$ cat src/rtl/alu_ctl_exec.sv
// EX-stage ALU: decodes ALUOp/FuncCode, runs single-cycle ops and a WIDTH-cycle shift-add
// unsigned multiplier into HI/LO. Define ALU_CTL_DIV_EN to add a restoring divu on the same datapath.
module alu_ctl_exec #(
  parameter int unsigned WIDTH      = 32,
  parameter int unsigned SLT_SIGNED = 1
) (
  input  logic             clk,
  input  logic             rst_n,
  input  logic             in_valid,
  output logic             in_ready,
  input  logic [1:0]       ALUOp,
  input  logic [5:0]       FuncCode,
  input  logic [WIDTH-1:0] a,
  input  logic [WIDTH-1:0] b,
  output logic [3:0]       ALUCtl,
  output logic [WIDTH-1:0] result,
  output logic             zero,
  output logic             out_valid,
  output logic             illegal,
  output logic [WIDTH-1:0] hi,
  output logic [WIDTH-1:0] lo
);

  localparam int unsigned CW = $clog2(WIDTH);

  localparam logic [3:0] CTL_AND  = 4'b0000;
  localparam logic [3:0] CTL_OR   = 4'b0001;
  localparam logic [3:0] CTL_ADD  = 4'b0010;
  localparam logic [3:0] CTL_SUB  = 4'b0110;
  localparam logic [3:0] CTL_SLT  = 4'b0111;
  localparam logic [3:0] CTL_NOR  = 4'b1100;
  localparam logic [3:0] CTL_MULT = 4'b1000;
  localparam logic [3:0] CTL_MFHI = 4'b1001;
  localparam logic [3:0] CTL_MFLO = 4'b1010;
  localparam logic [3:0] CTL_ILL  = 4'b1111;
`ifdef ALU_CTL_DIV_EN
  localparam logic [3:0] CTL_DIVU = 4'b1011;
`endif

  typedef enum logic [1:0] {
    S_IDLE = 2'd0,
    S_MUL  = 2'd1,
    S_DONE = 2'd2
`ifdef ALU_CTL_DIV_EN
    , S_DIV = 2'd3
`endif
  } state_t;

  state_t                 state, state_nxt;
  logic [3:0]             ctl_c;
  logic [WIDTH-1:0]       alu_c;
  logic                   lt_c, long_c, accept_c;
  logic [2*WIDTH-1:0]     acc, acc_d, mul_step_c;
  logic [WIDTH:0]         mul_upper_c;
  logic [WIDTH-1:0]       mcand, mcand_d;
  logic [CW-1:0]          cnt, cnt_d;
  logic [WIDTH-1:0]       result_d, hi_d, lo_d;
  logic [3:0]             ctl_d;
  logic                   zero_d, ill_d, ov_d;
`ifdef ALU_CTL_DIV_EN
  logic                   is_div, is_div_d;
  logic [WIDTH:0]         rem_shift_c;
  logic [WIDTH-1:0]       rem_sub_c;
  logic                   ge_c;
  logic [2*WIDTH-1:0]     div_step_c;
`endif

  assign accept_c = in_valid & in_ready;

  // Control decode
  always_comb begin
    ctl_c = CTL_ILL;
    case (ALUOp)
      2'b00: ctl_c = CTL_ADD;
      2'b01: ctl_c = CTL_SUB;
      2'b10: begin
        case (FuncCode)
          6'b100000: ctl_c = CTL_ADD;
          6'b100010: ctl_c = CTL_SUB;
          6'b100100: ctl_c = CTL_AND;
          6'b100101: ctl_c = CTL_OR;
          6'b101010: ctl_c = CTL_SLT;
          6'b100111: ctl_c = CTL_NOR;
          6'b011001: ctl_c = CTL_MULT;
          6'b010000: ctl_c = CTL_MFHI;
          6'b010010: ctl_c = CTL_MFLO;
`ifdef ALU_CTL_DIV_EN
          6'b011011: ctl_c = CTL_DIVU;
`endif
          default:   ctl_c = CTL_ILL;
        endcase
      end
      default: ctl_c = CTL_ILL;
    endcase
  end

  // Single-cycle execute
  always_comb begin
    lt_c = (SLT_SIGNED != 0) ? ($signed(a) < $signed(b)) : (a < b);
    long_c = (ctl_c == CTL_MULT);
`ifdef ALU_CTL_DIV_EN
    if (ctl_c == CTL_DIVU) long_c = 1'b1;
`endif
    case (ctl_c)
      CTL_AND:  alu_c = a & b;
      CTL_OR:   alu_c = a | b;
      CTL_ADD:  alu_c = a + b;
      CTL_SUB:  alu_c = a - b;
      CTL_SLT:  alu_c = {{(WIDTH-1){1'b0}}, lt_c};
      CTL_NOR:  alu_c = ~(a | b);
      CTL_MFHI: alu_c = hi;
      CTL_MFLO: alu_c = lo;
      default:  alu_c = '0;
    endcase
  end

  // Multiply step: acc = {partial product, remaining multiplier bits}
  assign mul_upper_c = {1'b0, acc[2*WIDTH-1:WIDTH]} + (acc[0] ? {1'b0, mcand} : '0);
  assign mul_step_c  = {mul_upper_c, acc[WIDTH-1:1]};

`ifdef ALU_CTL_DIV_EN
  // Restoring divide step: acc = {remainder, dividend/quotient}; divisor 0 yields q=all ones, r=a
  assign rem_shift_c = {acc[2*WIDTH-1:WIDTH], acc[WIDTH-1]};
  assign ge_c        = rem_shift_c >= {1'b0, mcand};
  assign rem_sub_c   = rem_shift_c[WIDTH-1:0] - mcand;
  assign div_step_c  = {(ge_c ? rem_sub_c : rem_shift_c[WIDTH-1:0]), acc[WIDTH-2:0], ge_c};
`endif

  // State register
  always_ff @(posedge clk or negedge rst_n) begin
    if (!rst_n) state <= S_IDLE;
    else        state <= state_nxt;
  end

  // Next state
  always_comb begin
    state_nxt = state;
    case (state)
      S_IDLE: begin
        if (accept_c && long_c) begin
          state_nxt = S_MUL;
`ifdef ALU_CTL_DIV_EN
          if (ctl_c == CTL_DIVU) state_nxt = S_DIV;
`endif
        end
      end
      S_MUL:   if (cnt == CW'(WIDTH-1)) state_nxt = S_DONE;
`ifdef ALU_CTL_DIV_EN
      S_DIV:   if (cnt == CW'(WIDTH-1)) state_nxt = S_DONE;
`endif
      S_DONE:  state_nxt = S_IDLE;
      default: state_nxt = S_IDLE;
    endcase
  end

  // Output / datapath next values
  always_comb begin
    result_d = result;
    zero_d   = zero;
    ctl_d    = ALUCtl;
    ill_d    = illegal;
    ov_d     = 1'b0;
    hi_d     = hi;
    lo_d     = lo;
    acc_d    = acc;
    mcand_d  = mcand;
    cnt_d    = cnt;
`ifdef ALU_CTL_DIV_EN
    is_div_d = is_div;
`endif
    case (state)
      S_IDLE: begin
        if (accept_c && long_c) begin
          acc_d   = {{WIDTH{1'b0}}, b};
          mcand_d = a;
          cnt_d   = '0;
`ifdef ALU_CTL_DIV_EN
          is_div_d = (ctl_c == CTL_DIVU);
          if (ctl_c == CTL_DIVU) begin
            acc_d   = {{WIDTH{1'b0}}, a};
            mcand_d = b;
          end
`endif
        end else if (accept_c) begin
          result_d = alu_c;
          zero_d   = (alu_c == '0);
          ctl_d    = ctl_c;
          ill_d    = (ctl_c == CTL_ILL);
          ov_d     = 1'b1;
        end
      end
      S_MUL: begin
        acc_d = mul_step_c;
        cnt_d = cnt + CW'(1);
      end
`ifdef ALU_CTL_DIV_EN
      S_DIV: begin
        acc_d = div_step_c;
        cnt_d = cnt + CW'(1);
      end
`endif
      S_DONE: begin
        hi_d     = acc[2*WIDTH-1:WIDTH];
        lo_d     = acc[WIDTH-1:0];
        result_d = acc[WIDTH-1:0];
        zero_d   = (acc[WIDTH-1:0] == '0);
        ctl_d    = CTL_MULT;
`ifdef ALU_CTL_DIV_EN
        if (is_div) ctl_d = CTL_DIVU;
`endif
        ill_d    = 1'b0;
        ov_d     = 1'b1;
      end
      default: ;
    endcase
  end

  // Datapath and output registers
  always_ff @(posedge clk or negedge rst_n) begin
    if (!rst_n) begin
      in_ready  <= 1'b1;
      result    <= '0;
      zero      <= 1'b1;
      ALUCtl    <= CTL_AND;
      illegal   <= 1'b0;
      out_valid <= 1'b0;
      hi        <= '0;
      lo        <= '0;
      acc       <= '0;
      mcand     <= '0;
      cnt       <= '0;
`ifdef ALU_CTL_DIV_EN
      is_div    <= 1'b0;
`endif
    end else begin
      in_ready  <= (state_nxt == S_IDLE);
      result    <= result_d;
      zero      <= zero_d;
      ALUCtl    <= ctl_d;
      illegal   <= ill_d;
      out_valid <= ov_d;
      hi        <= hi_d;
      lo        <= lo_d;
      acc       <= acc_d;
      mcand     <= mcand_d;
      cnt       <= cnt_d;
`ifdef ALU_CTL_DIV_EN
      is_div    <= is_div_d;
`endif
    end
  end

endmodule
$ cat config.mk
export PLATFORM = sky130hd
export DESIGN_NAME = alu_ctl_exec
export DESIGN_NICKNAME = d
export VERILOG_FILES = /design/src/rtl/alu_ctl_exec.sv
export SDC_FILE = /design/constraint.sdc
export NUM_CORES = 1
export LEC_CHECK = 0
export CORE_MARGIN = 5
export CORE_UTILIZATION = 45
export CTS_CLUSTER_SIZE = 40
export DETAILED_ROUTE_END_ITERATION = 8
export GPL_ROUTABILITY_DRIVEN = 1
export PLACE_DENSITY_LB_ADDON = 0.2
export SETUP_SLACK_MARGIN = 0.3
export SLEW_MARGIN = 20
export SYNTH_ARGS = -nofsm -noshare
export SYNTH_HDL_FRONTEND = slang
export SYNTH_SLANG_ARGS = --single-unit
$ cat constraint.sdc
create_clock -name clk -period 5.2 [get_ports clk]
set_clock_uncertainty 0.15 [all_clocks]
set_input_delay 1.04 -clock clk [delete_from_list [all_inputs] [get_ports clk]]
set_output_delay 1.04 -clock clk [all_outputs]
set_load 0.02 [all_outputs]
==> results.yml <==
grt:
  gr-total-overflow: 0
  grt_pass1_vias: 15454
  groute.usage.overall_pct: 33.1
  grt_max_degree: 110
  grt_pass1_wl_um: 98000
  antenna_found_initial: 1
sta:
  slew_violations: 0
  fin_crit_sh_pct: 93.8
  finalSetupViolCount: 0
  rsz0062_at_grt: "yes"
  maxSlewHeadroom_pct: 38.3
  finalHoldViolations: 0
  worstMarginPinSlew_ns: 0.923
  period_needed_ns: 4.88
  setup_tns_ns: 0
  fmax_ghz: 0.205
place:
  place_hpwl_um: 51100
  io_buffers: 178
  postPlaceCellArea_um2: 19100
  gp_congestion: 1.01
  dp.cells: 2579
critical_path:
  start_kind: "primary input"
  cp.arrival_ns: 5.22
  endpoint_kind: "flip-flop"
  cpPeakStageDelay_ns: 0.62
  required_ns: 5.54
  cp_max_fo: 8
  crit_type: "primary input to flip-flop"
  cp_cell_sequence: "clkdlybuf4s50_1, or4b_4, a21oi_4, o21ai_1, buf_4, and4_1, o21ai_0, o221a_2, nand2_1, nor4_1, nand4_1, nor4b_2, nand4b_1, o31ai_2"
  critPathSlowestCell: "or4b_4"
clock_network:
  htree_levels: 1
  cts_sinks: 207
  cts_tree: "done"
  clk_latency_ns: 0.58
  post_cts_buffers: 0
  numCtsBuffers: 26
  ctsRootBufferMaster: "clkbuf_16"
  path_clk_slew_ns: 0.06
  clock_path_buffers: 3
detailed_routing:
  drtIter0Drc: 1890
  drtPass1Iterations: 9
  vias: 15842
  viasPerCell: 6.04
  ant_nets: 0
  drc: 2
  wire_per_inst_um: 24.9
  wl_um: 65300
yosys:
  yosysTopAreaCellShare_pct: 33.2
  syn_nets: 2049
  synth_ff_type: "dfrtp_1"
  syn_area_per_cell_um2: 8.39
  syn-cell-area_um2: 15400
  synth_seq_cells: 207
  ys_top_cells_by_area: "dfrtp_1 (33%), ha_1 (11%), nand2_1 (8.7%)"
  async_flop_share_pct: 100
  synth_top_cell_by_area: "dfrtp_1"
  synth_edf_count: 0
  yosysSeqAreaShare_pct: 33.6
  yosysWarnings: 0
  syn_inst: 1841
  synth.distinct_cells: 90
floorplanning:
  rows: 67
  die_h_um: 195
  core_area_um2: 33700
  dieArea_um2: 38100
  die_w_um: 195
  ios: 179
  start_util_pct: 45.8
cells_and_area:
  fin_area_um2: 20000
  fin_nets: 2367
  area_growth_pct: 29.4
  fin_cells: 2624
  layout-drive-gt1-share_pct: 14.7
  diodes: 0
power_and_ir_drop:
  power_density_nw_per_um2: 277
  ir_worst_vdd_v: 0.000301
  power_leakage_uw: 0.00920
worst_hold_path:
  hold_class: "flip-flop to flip-flop"
status:
  status: "finished, violations left"
  violations: "design-rule violations"
flow_run:
  cap_violations: 0
## cell usage after synthesis, drive strengths merged (5+ instances only)
cell type / count
and3: 9
a21o: 35
xnor2: 30
nor2b: 17
or2: 5
or3: 11
o21ai: 126
dfrtp: 205
nand4: 11
a22oi: 18
a21oi: 110
mux2: 32
nor2: 71
a2111oi: 5
and4: 6
nand2: 360
nor4: 16
o21a: 10
and2: 42
inv: 108
nor3: 25
o22ai: 27
nand3: 24
a2111o: 6
o21bai: 12
nand2b: 16
mux2i: 39
a222oi: 20
xor2: 26
a221oi: 8
or4: 5
clkbuf: 80
o2111ai: 5
buf: 23
o211ai: 31
a31oi: 12
a211oi: 15
a221o: 6
ha: 130
a211o: 16
o31ai: 13
## layer usage
layer	up-vias	routed length [um]	GRT usage (%)
li1	7218	-	-
met1	7658	29800	49.5
met2	833	26600	47.2
met3	131	6660	8.72
met4	2	2210	9.31
met5	-	13	0
## critical path, delay by kind of cell
kind,cells,cell delay (ns)
buffers and inverters,2,0.80
AO/OA/AOI/OAI,5,1.39
AND/OR/NAND/NOR,7,1.98
## power breakdown
group	internal, uW	switching (uW)	total (uW)	leakage, uW
registers	1810	246	2060	0.00229
clock network	1040	748	1790	0.000409
logic	744	947	1690	0.00650
## worst paths after layout
check / startpoint / endpoint / slack (ns) / cells past startpoint
setup / recovery: FuncCode[0] / zero$_DFFE_PN1P_ / 0.32 / 14
hold / removal: cnt[3]$_DFFE_PN0P_ / cnt[3]$_DFFE_PN0P_ / 0.33 / 1
setup reg to reg: acc[0]$_DFFE_PN0P_ / acc[63]$_DFFE_PN0P_ / 0.65 / 15
hold reg to reg: cnt[3]$_DFFE_PN0P_ / cnt[3]$_DFFE_PN0P_ / 0.33 / 1
max in group asynchronous: rst_n / lo[27]$_DFFE_PN0P_ / 3.43 / 2
min in group asynchronous: rst_n / hi[4]$_DFFE_PN0P_ / 0.39 / 1
## per-stage QoR
stage	util, %	hold WS (ns)	total power (uW)	setup slack, ns
floorplan	-	0.293	2920	0.696
global placement	56.7	0.310	3700	-0.191
detailed placement	56.7	0.326	3720	-0.290
CTS	59.2	0.331	5520	0.344
global route	59.3	0.364	5790	0.152
finish	59.3	0.330	5540	0.324
## cells in the final DEF (no fill, tap or decap), types with 32 or more instances in the layout
cell and instances:
nand2_1 360, buf_4 209, dfrtp_1 205, clkdlybuf4s50_1 177
ha_1 130, o21ai_0 120, a21oi_1 108, inv_1 107
nor2_1 69, and2_1 41, mux2i_1 39, a21o_1 35
mux2_2 32
## registers in the layout, summed over array words and instances, names as in the netlist
| signal | count |
|---|---|
| mcand | 32 |
| result | 32 |
| illegal | 1 |
| state | 2 |
| acc | 64 |
| out_valid | 1 |
| in_ready | 1 |
| hi | 32 |
| lo | 32 |
| zero | 1 |
| cnt | 5 |
| ALUCtl | 4 |
## repair_timing
item / CTS / global route
hold buffers: 0 / 0
resized for setup: 1 / 7
endpoints found under the setup margin: 1 / 4
## kinds of logic after synthesis
logic type	share of synthesized area (%)
AND/OR/NAND/NOR	18.8
AO/OA/AOI/OAI	23.3
buffers and inverters	5.39
flip-flops	33.6
adder cells (fa/ha/maj)	10.9
multiplexers	4.86
XOR/XNOR	3.18
## final cells by class
class,count,area (um^2)
Fill cell,3046,13700
Multi-Input combinational cell,1423,9510
Sequential cell,207,5180
Timing Repair Buffer,393,3480
Clock buffer,37,742
Tap cell,448,561
Inverter,108,405
Clock inverter,8,100
Power figures use the tool's default switching activity.
